`src/rtl/frog_position.sv`:
```
`default_nettype none
// +--------------------------------------------------------------------------+
// | Module  : frog_position                                                  |
// | Purpose : Frog position tracker on a ROWS x COLS grid. It handles hop    |
// |           lockout, death freeze and respawn, and drives a one-hot light. |
// | Config  : define FROG_WRAP_EN so that horizontal moves wrap at the edges.|
// | Revision: 1.0 - initial release                                          |
// +--------------------------------------------------------------------------+
module frog_position #(
  parameter int ROWS         = 8,
  parameter int COLS         = 8,
  parameter int START_COL    = 3,
  parameter int HOP_CYCLES   = 2,
  parameter int DEATH_CYCLES = 4
) (
  input  logic                    clock,
  input  logic                    reset,
  input  logic                    L,
  input  logic                    R,
  input  logic                    U,
  input  logic                    D,
  input  logic                    crash,
  input  logic                    win,
  output logic [$clog2(ROWS)-1:0] row,
  output logic [$clog2(COLS)-1:0] col,
  output logic [ROWS*COLS-1:0]    lights,
  output logic                    alive,
  output logic [7:0]              hop_count
);

  localparam int RW   = $clog2(ROWS);
  localparam int CW   = $clog2(COLS);
  localparam int IW   = $clog2(ROWS*COLS);
  localparam int TMAX = (HOP_CYCLES > DEATH_CYCLES) ? HOP_CYCLES : DEATH_CYCLES;
  localparam int TW   = $clog2(TMAX) + 1;

  localparam logic [RW-1:0] ROW_MAX    = RW'(ROWS - 1);
  localparam logic [CW-1:0] COL_MAX    = CW'(COLS - 1);
  localparam logic [CW-1:0] SPAWN_COL  = CW'(START_COL);
  localparam logic [TW-1:0] HOP_LOAD   = TW'(HOP_CYCLES - 1);
  localparam logic [TW-1:0] DEATH_LOAD = TW'(DEATH_CYCLES - 1);

  localparam logic [1:0] S_IDLE = 2'd0;
  localparam logic [1:0] S_HOP  = 2'd1;
  localparam logic [1:0] S_DEAD = 2'd2;

  logic [1:0]    state, state_nx;
  logic [TW-1:0] timer, timer_nx;
  logic [RW-1:0] row_nx, row_mv;
  logic [CW-1:0] col_nx, col_mv;
  logic [7:0]    hop_nx;
  logic          move_ok;
  logic [IW-1:0] light_idx;

  always_ff @(posedge clock or posedge reset) begin
    if (reset) begin
      state     <= S_IDLE;
      timer     <= '0;
      row       <= '0;
      col       <= SPAWN_COL;
      hop_count <= 8'd0;
    end else begin
      state     <= state_nx;
      timer     <= timer_nx;
      row       <= row_nx;
      col       <= col_nx;
      hop_count <= hop_nx;
    end
  end

  // A move is accepted only when exactly one direction is requested and the target stays on the grid.
  always_comb begin
    move_ok = 1'b0;
    row_mv  = row;
    col_mv  = col;
    if ($onehot({L, R, U, D})) begin
      if (U && (row != ROW_MAX)) begin
        row_mv  = row + 1'b1;
        move_ok = 1'b1;
      end
      if (D && (row != '0)) begin
        row_mv  = row - 1'b1;
        move_ok = 1'b1;
      end
`ifdef FROG_WRAP_EN
      if (R) begin
        col_mv  = (col == COL_MAX) ? '0 : col + 1'b1;
        move_ok = 1'b1;
      end
      if (L) begin
        col_mv  = (col == '0) ? COL_MAX : col - 1'b1;
        move_ok = 1'b1;
      end
`else
      if (R && (col != COL_MAX)) begin
        col_mv  = col + 1'b1;
        move_ok = 1'b1;
      end
      if (L && (col != '0)) begin
        col_mv  = col - 1'b1;
        move_ok = 1'b1;
      end
`endif
    end
  end

  always_comb begin
    state_nx = state;
    timer_nx = timer;
    row_nx   = row;
    col_nx   = col;
    hop_nx   = hop_count;
    case (state)
      S_IDLE, S_HOP: begin
        if (crash) begin
          state_nx = S_DEAD;
          timer_nx = DEATH_LOAD;
        end else if (win) begin
          state_nx = S_IDLE;
          timer_nx = '0;
          row_nx   = '0;
          col_nx   = SPAWN_COL;
          hop_nx   = 8'd0;
        end else if (state == S_IDLE) begin
          if (move_ok) begin
            state_nx = S_HOP;
            timer_nx = HOP_LOAD;
            row_nx   = row_mv;
            col_nx   = col_mv;
            hop_nx   = (hop_count == 8'hFF) ? hop_count : hop_count + 8'd1;
          end
        end else if (timer == '0) begin
          state_nx = S_IDLE;
        end else begin
          timer_nx = timer - 1'b1;
        end
      end
      S_DEAD: begin
        if (timer == '0) begin
          state_nx = S_IDLE;
          row_nx   = '0;
          col_nx   = SPAWN_COL;
          hop_nx   = 8'd0;
        end else begin
          timer_nx = timer - 1'b1;
        end
      end
      default: state_nx = S_IDLE;
    endcase
  end

  always_comb begin
    alive     = (state != S_DEAD);
    light_idx = IW'(row * COLS + col);
    lights    = '0;
    if (alive) lights[light_idx] = 1'b1;
  end

endmodule
`default_nettype wire

```
`config.mk`:
```
export PLATFORM = sky130hd
export DESIGN_NAME = frog_position
export DESIGN_NICKNAME = d
export VERILOG_FILES = /design/src/rtl/frog_position.sv
export SDC_FILE = /design/constraint.sdc
export NUM_CORES = 1
export LEC_CHECK = 0
export CAP_MARGIN = 20
export CORE_UTILIZATION = 38
export DETAILED_ROUTE_END_ITERATION = 8
export PLACE_DENSITY_LB_ADDON = 0.15
export SLEW_MARGIN = 10
export SYNTH_ARGS = -nofsm -noshare
export SYNTH_HDL_FRONTEND = slang
export SYNTH_SLANG_ARGS = --single-unit
```
`constraint.sdc`:
```
create_clock -name clock -period 2.9 [get_ports clock]
set_input_delay 0.435 -clock clock [delete_from_list [all_inputs] [get_ports clock]]
set_output_delay 0.435 -clock clock [all_outputs]
set_load 0.01 [all_outputs]
```
### Word level (Yosys, flattened, before mapping)

Cells that the tools add are included.
W data, S select, Z words.

| storage, ports and cells | value |
|---|---|
| register bits after elaboration | 19 |
| input port bits | 8 |
| logic and storage cells | 93 |

| cells by class | value |
|---|---|
| add/subtract/negate cells | 10 |
| order comparisons | 2 |
| equal/unequal tests | 16 |
| muxes and demuxes | 45 |
| reduce and logical (&&, ||, !) cells | 15 |

Operators with widths:

| operator | count |
|---|---|
| $mux W64 | 1 |
| $mux W3 | 21 |
| $mux W8 | 6 |
| $ne A3 B3 Y1 const B | 6 |
| $pmux W3 S2 | 3 |
| $pmux W8 S2 | 1 |
| $reduce_and A7 Y1 | 2 |
| $mux W2 | 5 |
| $sub A3 B1 Y3 const B | 3 |
| $add A8 B1 Y8 const B | 1 |
| $eq A8 B8 Y1 const B | 1 |
| $ne A4 B4 Y1 const B | 2 |
| $lt A6 B7 Y1 const B | 1 |
| $add A3 B1 Y3 const B | 2 |
| $add A6 B3 Y6 | 1 |
| $demux W1 S6 | 1 |
| $ge A6 B1 Y1 const B | 1 |
| $mux W1 | 6 |
| $ne A2 B2 Y1 const B | 3 |
| $reduce_and A6 Y1 | 1 |
| $reduce_bool A3 Y1 | 2 |
| $logic_and A1 B1 Y1 | 5 |
| $ne A5 B5 Y1 const B | 1 |
| $add A1 B1 Y2 | 2 |
| other kinds (10) | 10 |

### Depth between registers and ports, before layout

| logic depth | value |
|---|---|
| depth in word-level cells | 12 |
| depth in mapped cells | 11 |
| mapped depth without buffers | 10 |

### Least setup slack after synthesis

OpenSTA, ideal clock, no wires.

| timing path | value |
|---|---|
| path kind | in2reg |
| start point | input D |
| end point | register hop_count[0] |
| library setup time | 125 ps |
| arrival | 3153 ps |
| data required time | 2775 ps |
| slack | -378 ps |
| stages | 11 |
| path through | inv_1 fa_1 inv_1 ha_1 ha_1 or3b_1 a2111o_1 a221o_2 and2_4 buf_6 mux2_4 |

| on the way | value |
|---|---|
| cells in the longest elaborated chain, start to end | 7 |
| elaborated cells between the ends (all ways) | 10 |
| those cells by class | add/sub: 2; eq/ne: 2; mux: 4; reduce/logical: 2 |

Ends and longest elaborated chain:

| item | line | RTL |
|---|---|---|
| start, declared | 21 | `input logic D,` |
| branches (longest 4 deep; another with $add A2 B2 Y3) | -- |  |
| $mux W1 (*) | 76 | `if ($onehot({L, R, U, D})) begin` |
| $ne A3 B3 Y1 (no source line) (*) | -- |  |
| $reduce_and A6 Y1 (no source line) (*) | -- |  |
| end signal, assigned | 67 | `hop_count <= hop_nx;` |
| end, declared | 28 | `output logic [7:0] hop_count` |

Every way passes the cells marked *.
A chain may end at the register's enable or synchronous reset.

### Worst setup path after layout

| timing path | value |
|---|---|
| start point | input L |
| end point | register hop_count[0] |

| on the way | value |
|---|---|
| cells in the longest elaborated chain, start to end | 6 |
| elaborated cells between the ends (all ways) | 8 |
| those cells by class | add/sub: 2; eq/ne: 2; mux: 2; reduce/logical: 2 |

Ends and longest elaborated chain:

| item | line | RTL |
|---|---|---|
| start, declared | 18 | `input logic L,` |
| $add A1 B1 Y2 (implied by the code) | 76 |  |
| $add A2 B2 Y3 (implied by the code) | 76 |  |
| $eq A3 B1 Y1 | 76 |  |
| $mux W1 (*) | 76 |  |
| $ne A3 B3 Y1 (no source line) (*) | -- |  |
| $reduce_and A6 Y1 (no source line) (*) | -- |  |

Mark *: on every way between the ends. The rest lies on a longest branch, timed or not.

==> run summary <==
Starting DRC count in detailed routing - 139
N_diodes - 0
Max-slew headroom - 0.507
Largest net degree at the start of global routing - 20
Die area - 4840 µm²
Site row count - 24
Final setup viols - 0
CTS Sinks - 19
WP data arrival - 3.00 ns
Die width - 69.6 µm
Core footprint - 4380 µm²
Post-synthesis async set-or-reset flop share - 1.00
Worst path bufs/invs - 3
Worst slew pin tran - 0.739 ns
Initial antenna violation count - 0
Worst R2R Start - row[0]$_DFFE_PP0P_
Antenna-violating nets left - 0
Drc violations - 0
RSZ-0062 raised after global routing - yes
Post-Synth XOR/XNOR Area - 0.0252
DP HPWL - 4230 µm
CTS root buf - clkbuf_8
Tmin final - 2.86 ns
Worst reg2reg endpoint - row[2]$_DFFE_PP0P_
Max cap viols - 0
Main combinational cell family by area after synthesis - simple AND/OR/NAND/NOR gates
Hold Vio Cnt, Final - 0
Slowest stage delay, CP - 0.53 ns
Hold path cells - 1
CTS Hold Buffers Added - 0
Ys flop type - dfrtp_1
Net Count, Synth - 263
Port bufs - 86
Worst skew pair latency - 0.26 ns
Inserted Clock Buffers - 3
CP Launch Type - primary input
WS Path Type - in2reg
Total congestion overflow - 0
Hold Path End - timer[0]$_DFFE_PP0P_
Reg2Reg Depth - 6
Mux cell area share after synthesis - 0.0209
Status - complete, no violations
Starting density of the core - 0.396
Simple-Gate Fraction of Synth Area - 0.349
Chip height - 69.6 µm
Worst EP required - 3.05 ns
Most frequent cells in the layout - clkdlybuf4s50_1, nor2_1, dfrtp_1, nand2_1
Io pins - 87
DRT Pass-1 Iters - 4
Crit end category - register
Area Growth Syn to Fin - 61.7%
Slew Limit Fails - 0
Mean Syn Cell Area - 7.03 µm²
Clock Skews - 0.00327 ns
FMAX - 350 MHz
RD Place Congestion - 0.796
Post-synth EDFFs - 0
Commonest non-fill, non-tap cell in the layout - clkdlybuf4s50_1
Library cells used by synthesis - 50
Placed cell area - 2710 µm²
Hold_sp - timer[0]$_DFFE_PP0P_
Placed cells - 384
Adder-Cell Fraction of Synth Area - 0.0706
Fin area - 2810 µm²
Avg WL per Cell - 13.9 µm
CTS Buffer Depth - 2
Peak supply drop - 0.000457 V
Ys Warns - 0
Vias in the first global route - 1893
H-tree depth - 1
CTS tree - done
Mapped Area - 1740 µm²
Total setup buffers inserted after CTS - 0
Post-Route WL - 5380 µm
Synth Instances - 247
Fin cells - 388
Share of post-route cells with drive strength above 1 - 0.119
Synth Register Bits - 19
Power Density - 592 nW/µm²
Register-to-register setup slack - 0.59 ns
Worst Path Max Fanout - 6
Crit-path cells - buf_6 > inv_2 > fa_1 > inv_1 > ha_2 > ha_4 > or3b_4 > a2111o_1 > a221o_2 > and2_4 > mux2_4
Fin nets - 353
Synth Area in Compound Gates - 0.180
First-pass GRT wire length - 9030 µm
Via Count - 2041
Family with the most delay on the worst path - adder cells
Clock slew at reported path FFs - 0.07 ns
Final core utilization - 0.641
GRT Total Usage - 0.225
Sequential area share after synthesis - 0.275
Filler instances - 416
Routed vias/inst - 5.26
Min-delay worst type - reg2reg
Crit-path slowest cell - fa_1
P_leak - 1.11 nW
Crit share post-route - 0.985
-- synthesized netlist by cell type (2+ instances only) --
library cell | number | share of area
a21oi_1 | 8 | 0.023
a31oi_1 | 7 | 0.025
and3_1 | 5 | 0.018
buf_1 | 3 | 0.0065
buf_2 | 3 | 0.0086
clkbuf_1 | 7 | 0.015
dfrtp_1 | 17 | 0.24
dfstp_2 | 2 | 0.030
fa_1 | 3 | 0.035
ha_1 | 5 | 0.036
inv_1 | 17 | 0.037
nand2_1 | 16 | 0.035
nand2b_1 | 2 | 0.0072
nand3_1 | 13 | 0.037
nand3b_1 | 2 | 0.0086
nor2_1 | 78 | 0.17
nor3_1 | 5 | 0.014
o21ai_0 | 8 | 0.023
o22ai_1 | 3 | 0.011
o31ai_1 | 2 | 0.0086
o32a_1 | 2 | 0.012
o41ai_2 | 3 | 0.028
or3_1 | 5 | 0.018
or4_1 | 2 | 0.0086
xnor2_1 | 2 | 0.010
xor2_1 | 3 | 0.015
-- state kept, by name, indices dropped and copies added, names as in the netlist --
signal     count
col            3
hop_count      8
row            3
state          2
timer          3
-- routing by layer --
layer / part of all wire / vias to the layer above / GRT usage
li1: - / 1016 / -
met1: 0.42 / 940 / 0.284
met2: 0.49 / 77 / 0.387
met3: 0.078 / 8 / 0.0480
met4: 0.012 / 0 / 0.0590
met5: 0 / - / 0
-- area by class of cell --
cell class	count	area, µm²	share of cell area
Inverter	18	75.1	0.0267
Clock buffer	4	45.0	0.0160
Multi-Input combinational cell	195	1170	0.417
Sequential cell	19	478	0.170
Tap cell	52	65.1	0.0232
Timing Repair Buffer	100	973	0.347
-- where the power goes --
part           leakage [nW]  switching (mW)  internal [mW]
logic                 0.844           0.554          0.453
clock network        0.0228          0.0920         0.0979
registers             0.246           0.114          0.352
-- how the worst max path moves through the flow --
stage	startpoint	endpoint	slack (ns)	cells after the start
after floorplan	U	hop_count[0]$_DFFE_PP0P_	-0.28	11
after CTS	U	hop_count[0]$_DFFE_PP0P_	0.04	11
after global routing	L	hop_count[3]$_DFFE_PP0P_	-0.01	12
final	L	hop_count[0]$_DFFE_PP0P_	0.04	11
after global placement	U	hop_count[0]$_DFFE_PP0P_	-0.82	11
after detailed placement	U	hop_count[3]$_DFFE_PP0P_	-0.88	12
-- worst register-to-register path, cell delays in order (launching register included) --
cell,delay [ns]
dfrtp_1,0.51
or3_1,0.55
and2_1,0.26
fa_1,0.42
xor2_1,0.18
a31oi_1,0.17
o22ai_1,0.09
-- logic make-up after synthesis --
group	count (synthesis)
buffers and inverters	33
multiplexers	3
AO/OA/AOI/OAI	43
AND/OR/NAND/NOR	136
flip-flops	19
XOR/XNOR	5
adder cells (fa/ha/maj)	8
-- metrics by stage --
stage | TNS, ns | total power, mW | worst slack [ns] | hold WS [ns]
global placement | -11.34 | 1.44 | -0.818 | 0.469
finish | 0 | 1.66 | 0.0425 | 0.487
floorplan | -1.16 | 1.09 | -0.278 | 0.385
detailed placement | -12.23 | 1.46 | -0.881 | 0.477
global route | -0.0384 | 1.80 | -0.0142 | 0.509
CTS | 0 | 1.66 | 0.0388 | 0.494
-- what timing repair did --
item,in CTS,in global routing
endpoints found under the hold margin,0,0
setup endpoints to repair,17,9
pin swaps,3,1
resized for setup,21,7
(Power assumes the default switching activity.)
